**src/rtl/multi_cycle_ctrl.sv**
```systemverilog
// multi_cycle_ctrl: control-unit FSM for the multi-cycle CPU datapath.
// Sequences each instruction through IF/ID/EXE/MEM/WB-style states and
// drives every datapath enable and mux select.
// Ports:
//   clk, Reset (sync, active-low)
//   opcode (IR[31:26]), zero/sign (ALU flags)
//   state (debug), PCWre, IRWre, InsMemRW, ALUSrcA, ALUSrcB, ALUOp[2:0],
//   ExtSel, RegWre, RegDst[1:0], WrRegDSrc, DBDataSrc, mRD, mWR, PCSrc[1:0]
module multi_cycle_ctrl (
  input  logic       clk,
  input  logic       Reset,
  input  logic [5:0] opcode,
  input  logic       zero,
  input  logic       sign,
  output logic [2:0] state,
  output logic       PCWre,
  output logic       IRWre,
  output logic       InsMemRW,
  output logic       ALUSrcA,
  output logic       ALUSrcB,
  output logic [2:0] ALUOp,
  output logic       ExtSel,
  output logic       RegWre,
  output logic [1:0] RegDst,
  output logic       WrRegDSrc,
  output logic       DBDataSrc,
  output logic       mRD,
  output logic       mWR,
  output logic [1:0] PCSrc
);

  typedef enum logic [2:0] {
    IF  = 3'b000,
    ID  = 3'b001,
    LS  = 3'b010,
    MEM = 3'b011,
    WBL = 3'b100,
    BR  = 3'b101,
    EXE = 3'b110,
    WBA = 3'b111
  } stateT;

  localparam logic [5:0] opAdd  = 6'b000000;
  localparam logic [5:0] opSub  = 6'b000001;
  localparam logic [5:0] opAddi = 6'b000010;
  localparam logic [5:0] opOr   = 6'b010000;
  localparam logic [5:0] opAnd  = 6'b010001;
  localparam logic [5:0] opOri  = 6'b010010;
  localparam logic [5:0] opSll  = 6'b011000;
  localparam logic [5:0] opSlti = 6'b100110;
  localparam logic [5:0] opSw   = 6'b110000;
  localparam logic [5:0] opLw   = 6'b110001;
  localparam logic [5:0] opBeq  = 6'b110100;
  localparam logic [5:0] opBne  = 6'b110101;
  localparam logic [5:0] opBltz = 6'b110110;
  localparam logic [5:0] opJ    = 6'b111000;
  localparam logic [5:0] opJr   = 6'b111001;
  localparam logic [5:0] opJal  = 6'b111010;
  localparam logic [5:0] opHalt = 6'b111111;

  stateT curState, nextState;

  assign state = curState;

  always_ff @(posedge clk) begin
    if (!Reset) curState <= IF;
    else        curState <= nextState;
  end

  // Opcode classification and ALU control decode
  logic       isArith, isRType, isBranch, isMem, isJump, taken;
  logic [2:0] aluOpDec;
  logic       srcADec, srcBDec, extDec;

  always_comb begin
    isArith  = 1'b0;
    isRType  = 1'b0;
    isBranch = 1'b0;
    isMem    = 1'b0;
    isJump   = 1'b0;
    aluOpDec = 3'b000;
    srcADec  = 1'b0;
    srcBDec  = 1'b0;
    extDec   = 1'b1;
    case (opcode)
      opAdd:  begin isArith = 1'b1; isRType = 1'b1; end
      opSub:  begin isArith = 1'b1; isRType = 1'b1; aluOpDec = 3'b001; end
      opAddi: begin isArith = 1'b1; srcBDec = 1'b1; end
      opOr:   begin isArith = 1'b1; isRType = 1'b1; aluOpDec = 3'b011; end
      opAnd:  begin isArith = 1'b1; isRType = 1'b1; aluOpDec = 3'b100; end
      opOri:  begin isArith = 1'b1; srcBDec = 1'b1; aluOpDec = 3'b011; extDec = 1'b0; end
      opSll:  begin isArith = 1'b1; isRType = 1'b1; aluOpDec = 3'b010; srcADec = 1'b1; end
      opSlti: begin isArith = 1'b1; srcBDec = 1'b1; aluOpDec = 3'b110; end
      opSw, opLw:          isMem    = 1'b1;
      opBeq, opBne, opBltz: isBranch = 1'b1;
      opJ, opJr, opJal:    isJump   = 1'b1;
      default: ;
    endcase
  end

  always_comb begin
    case (opcode)
      opBeq:   taken = zero;
      opBne:   taken = ~zero;
      opBltz:  taken = sign;
      default: taken = 1'b0;
    endcase
  end

  always_comb begin
    nextState = IF;
    case (curState)
      IF: nextState = ID;
      ID: begin
        if (isJump)               nextState = IF;
        else if (isBranch)        nextState = BR;
        else if (isMem)           nextState = LS;
        else if (opcode == opHalt) nextState = ID;
        else if (isArith)         nextState = EXE;
        else                      nextState = IF;
      end
      EXE: nextState = WBA;
      WBA: nextState = IF;
      BR:  nextState = IF;
      LS:  nextState = MEM;
      MEM: nextState = (opcode == opLw) ? WBL : IF;
      WBL: nextState = IF;
      default: nextState = IF;
    endcase
  end

  always_comb begin
    PCWre     = 1'b0;
    IRWre     = 1'b0;
    InsMemRW  = 1'b0;
    ALUSrcA   = 1'b0;
    ALUSrcB   = 1'b0;
    ALUOp     = 3'b000;
    ExtSel    = 1'b0;
    RegWre    = 1'b0;
    RegDst    = 2'b00;
    WrRegDSrc = 1'b0;
    DBDataSrc = 1'b0;
    mRD       = 1'b0;
    mWR       = 1'b0;
    PCSrc     = 2'b00;
    // Holding Reset low forces every control to 0 so an aborted instruction
    // cannot write anything.
    if (Reset) begin
      case (curState)
        IF: begin
          InsMemRW = 1'b1;
          IRWre    = 1'b1;
        end
        ID: begin
          // Jumps and undefined opcodes retire here; halt and the rest idle.
          if (isJump || (!isBranch && !isMem && !isArith && opcode != opHalt)) begin
            PCWre = 1'b1;
            case (opcode)
              opJ, opJal: PCSrc = 2'b11;
              opJr:       PCSrc = 2'b10;
              default:    PCSrc = 2'b00;
            endcase
            if (opcode == opJal) begin
              RegWre    = 1'b1;
              RegDst    = 2'b00;
              WrRegDSrc = 1'b0;
            end
          end
        end
        EXE, WBA: begin
          ALUOp   = aluOpDec;
          ALUSrcA = srcADec;
          ALUSrcB = srcBDec;
          ExtSel  = extDec;
          if (curState == WBA) begin
            RegWre    = 1'b1;
            RegDst    = isRType ? 2'b10 : 2'b01;
            WrRegDSrc = 1'b1;
            PCWre     = 1'b1;
          end
        end
        BR: begin
          ALUOp  = 3'b001;
          ExtSel = 1'b1;
          PCWre  = 1'b1;
          PCSrc  = taken ? 2'b01 : 2'b00;
        end
        LS, MEM: begin
          ALUSrcB = 1'b1;
          ExtSel  = 1'b1;
          if (curState == MEM) begin
            if (opcode == opLw) begin
              mRD = 1'b1;
            end else begin
              mWR   = 1'b1;
              PCWre = 1'b1;
            end
          end
        end
        WBL: begin
          mRD       = 1'b1;
          DBDataSrc = 1'b1;
          WrRegDSrc = 1'b1;
          RegDst    = 2'b01;
          RegWre    = 1'b1;
          PCWre     = 1'b1;
        end
        default: ;
      endcase
    end
  end

endmodule

```
**config.mk**
```make
export PLATFORM = sky130hd
export DESIGN_NAME = multi_cycle_ctrl
export DESIGN_NICKNAME = d
export VERILOG_FILES = /design/src/rtl/multi_cycle_ctrl.sv
export SDC_FILE = /design/constraint.sdc
export NUM_CORES = 1
export LEC_CHECK = 0
export CAP_MARGIN = 20
export CORE_UTILIZATION = 30
export CTS_BUF_LIST = sky130_fd_sc_hd__clkbuf_2
export DETAILED_ROUTE_END_ITERATION = 8
export HOLD_SLACK_MARGIN = 0.1
export PLACE_DENSITY = 0.61
export SLEW_MARGIN = 15
export SYNTH_ARGS = -nofsm -noshare
export SYNTH_HDL_FRONTEND = slang
export SYNTH_SLANG_ARGS = --single-unit
```
**constraint.sdc**
```tcl
create_clock -name clk -period 2.8 [get_ports clk]
set_clock_uncertainty 0.05 [all_clocks]
set_input_delay 0.28 -clock clk [delete_from_list [all_inputs] [get_ports clk]]
set_output_delay 0.28 -clock clk [all_outputs]
set_load 0.005 [all_outputs]
```
==> impl_metrics.csv <==
group,metric,value,unit
status,result_of_the_run,"completed",
critical_path,path_buf_inv,2,
layout,largest_register_ffs,3,
route,drt_pass1_iterations,4,
synth,netlist_area,752,sq um
critical_path,critical-path-slowest-cell,"sky130_fd_sc_hd__clkdlybuf4s50_1",
synth,syn-num-nets,119,
global_route,met3_track_utilization_from_global_routing,3.80,%
critical_path,timing.critical_path.from,"opcode[4]",
cts,clock_buffers_created_by_tritoncts,3,
layout,finalCoreUtilization,47.9,%
critical_path,cp_data_arrival_time,2.36,ns
synth,post_synth_xor_area_fraction,3.49,%
sta,final_hold_viol_count,0,
global_route,grt_most_used_layer,"met2",
die,top_level_ports,31,
sta,maxSlewHeadroom,64.6,%
power,power_density,205,nW/um^2
global_route,total_routing_usage_gr,18.1,%
global_route,grt_first_pass_wirelength,3710,um
power,power_frac_comb,47.5,%
cts,cts_tree,"yes",
global_route,grt_start_max_net_pins,19,
critical_path,crit_required,2.47,ns
synth,number_of_flops_mapped_to_enable_cells_by_yosys,0,
synth,yosys_register_bits,3,
critical_path,timing.critical_path.cells,"clkdlybuf4s50_1 -> nor2b_1 -> o31ai_1 -> a41o_1 -> o211a_1 -> clkdlybuf4s50_1",
critical_path,worstRegToRegCells,4,
die,dieArea,2710,sq um
route,detail_route.drc_violations,0,
synth,synth_top_family_by_area,"simple AND/OR/NAND/NOR gates",
cts,clk_pin_slew_worst_paths,0.05,ns
global_route,via_count_of_the_first_global_routing_pass,832,
power,power.sequential.fraction,23.4,%
synth,yosys.area_share.adder,0,%
die,die_h,52.1,um
critical_path,critical-path-top-delay-family,"buffers and inverters",
global_route,grt_antenna_before_repair,0,
synth,area_share_of_and_or_nand_nor_cells_after_synthesis,45.3,%
cts,clockBufferDepth,2,
sta,post-route-min-period,2.69,ns
synth,synth_cell_type_count,51,
layout,mostFrequentLayoutCells,"sky130_fd_sc_hd__clkdlybuf4s50_1, sky130_fd_sc_hd__a21oi_1, sky130_fd_sc_hd__buf_4",
global_route,met1_usage,24.7,%
placed_design,dpl-instance-area,1080,sq um
cts,root_buffer,"sky130_fd_sc_hd__clkbuf_2",
cts,sink_count,3,
cts,htreeDepth,1,
route,wire_per_inst,13.6,um
layout,cell_area_after_layout,1100,sq um
synth,synthesis.yosys.warnings,0,
critical_path,regToRegEndpoint,"state[1]$_SDFF_PN0_",
power,power_report.internal_total,138,uW
min_path,hp-class,"flop to flop",
critical_path,crit_fanout,13,
critical_path,timing.critical_path.from_type,"input pin",
die,initial_utilization,32.7,%
critical_path,worstSetupPathDepth,6,
die,chipWidth,52.1,um
critical_path,setup.reg_to_reg.worst_slack,1.44,ns
synth,synth_sequential_area_ratio,7.99,%
critical_path,setup.worst_path.end_class,"primary output",
route,drtIter0Drc,39,
layout,flow.area_growth_from_synthesis,46.3,%
power,ir_worst_vdd,0.172,mV
die,fp.coreArea,2300,sq um
layout,layout_cells_sized_above_1,14.3,%
power,power.switching,87.2,uW
power,leakagePower,0.000418,uW
synth,synth_cells,109,
global_route,gr-usage-met2,27.8,%
die,std_cell_rows,17,
critical_path,timing.rr.start,"state[0]$_SDFF_PN0_",
critical_path,worstSetupEndpoint,"PCWre",
power,power_switching_share,38.7,%
sta,setup-violations-final,0,
global_route,grt_overflow_total,0,
critical_path,cp_common_cell,"sky130_fd_sc_hd__clkdlybuf4s50_1",
synth,synth_compound_area_share,31.4,%
placed_design,place_hpwl,1750,um
layout,layout.cells.most_common,"sky130_fd_sc_hd__clkdlybuf4s50_1",
route,ant_nets,0,
layout,nNetsFinal,151,
cts,clkLatencyLatePin,0.22,ns
critical_path,timing.critical_path.slowest_cell_delay,0.65,ns
power,power.share.clock,29.1,%
synth,postSynth.asyncResetShare,0,%
critical_path,timing_worst_setup_path_type,"input pin to primary output",
route,postRouteWirelength,2290,um
sta,fin_setup_tns,0,ns
sta,fmaxAchievable,372,MHz
placed_design,gpl.final_weighted_congestion,0.847,
route,avgViaCountPerCell,5.70,
layout,insertedDiodeCount,0,
sta,period_utilisation_layout,96.1,%
sta,grt_setup_unrepaired,"false",
route,detailroute.via_count,958,
synth,synth.mux.area_fraction,0,%
placed_design,port_buffer_count,30,
synth,synthesis.area_per_instance,6.90,sq um
sta,maxSlewViolCount,0,
sta,worst-slew-pin-transition,0.530,ns
synth,synth_ff_type,"sky130_fd_sc_hd__dfxtp_1",
run,max_cap_violations,0,
## kinds of logic (layout without fill, tap and decap cells)
| logic type | count (synthesis) | after routing |
|---|---|---|
| buffers and inverters | 15 | 46 |
| AO/OA/AOI/OAI | 33 | 33 |
| XOR/XNOR | 3 | 3 |
| AND/OR/NAND/NOR | 55 | 55 |
| flip-flops | 3 | 3 |
## cells in the mapped netlist, types with 2 or more instances
cell	instances	area (sq um)
sky130_fd_sc_hd__nand2_1	8	30.0
sky130_fd_sc_hd__xor2_1	2	17.5
sky130_fd_sc_hd__o21ai_0	3	15.0
sky130_fd_sc_hd__nand3b_1	2	15.0
sky130_fd_sc_hd__o211a_1	2	20.0
sky130_fd_sc_hd__nand3_1	3	15.0
sky130_fd_sc_hd__o31ai_1	2	15.0
sky130_fd_sc_hd__nand4_1	4	25.0
sky130_fd_sc_hd__a21oi_1	9	45.0
sky130_fd_sc_hd__dfxtp_1	3	60.1
sky130_fd_sc_hd__nor2b_1	4	25.0
sky130_fd_sc_hd__buf_4	5	37.5
sky130_fd_sc_hd__a31oi_1	2	12.5
sky130_fd_sc_hd__buf_2	5	25.0
sky130_fd_sc_hd__nor3_1	5	25.0
sky130_fd_sc_hd__nor2_1	6	22.5
sky130_fd_sc_hd__inv_1	3	11.3
sky130_fd_sc_hd__nand2b_1	5	31.3
sky130_fd_sc_hd__and2_1	2	12.5
sky130_fd_sc_hd__o41ai_1	2	17.5
sky130_fd_sc_hd__and3_1	2	12.5
## power groups by stage
stage	clock (uW)	sequential, uW	combinational, uW
floorplan	0	47.8	70.1
global placement	0	53.1	105
detailed placement	0	53.1	106
CTS	67.9	52.3	107
global route	76.4	53.5	116
finish	65.5	52.7	107
## cell type report
class	count	area (sq um)
clock buffer	4	20.0
fill	241	1200
inverter	3	11.3
multi-input combinational	91	603
tap	28	35.0
sequential	3	60.1
timing repair buffer	39	370
## how the worst min path moves through the flow
stage	from	to	cells past startpoint	slack, ns
after global routing	state[0]$_SDFF_PN0_	state[0]$_SDFF_PN0_	1	0.68
final	state[0]$_SDFF_PN0_	state[0]$_SDFF_PN0_	1	0.61
after detailed placement	state[0]$_SDFF_PN0_	state[0]$_SDFF_PN0_	1	0.58
after floorplan	state[0]$_SDFF_PN0_	state[0]	0	0.53
after global placement	state[0]$_SDFF_PN0_	state[0]$_SDFF_PN0_	1	0.58
after CTS	state[0]$_SDFF_PN0_	state[0]$_SDFF_PN0_	1	0.59
## routing by layer
| layer | vias to the layer above | share of wire (%) |
|---|---|---|
| li1 | 470 | - |
| met1 | 446 | 46 |
| met2 | 40 | 47 |
| met3 | 2 | 5.6 |
| met4 | 0 | 0.83 |
| met5 | - | 0 |
## stage by stage
step | setup WS, ns | hold WS (ns) | power (uW) | std cells
finish | 0.109 | 0.614 | 225 | 168
global route | 0.000630 | 0.684 | 246 | 168
CTS | 0.0812 | 0.593 | 227 | 168
detailed placement | 0.0923 | 0.580 | 159 | 164
global placement | 0.125 | 0.576 | 158 | 164
floorplan | 1.28 | 0.532 | 118 | 109
## timing repair
item	CTS	global route
setup buffers	0	0
setup endpoints to repair	0	2
hold buffers	0	0
gates resized for setup	0	1
No activity file was read; power rests on OpenSTA's default activity.
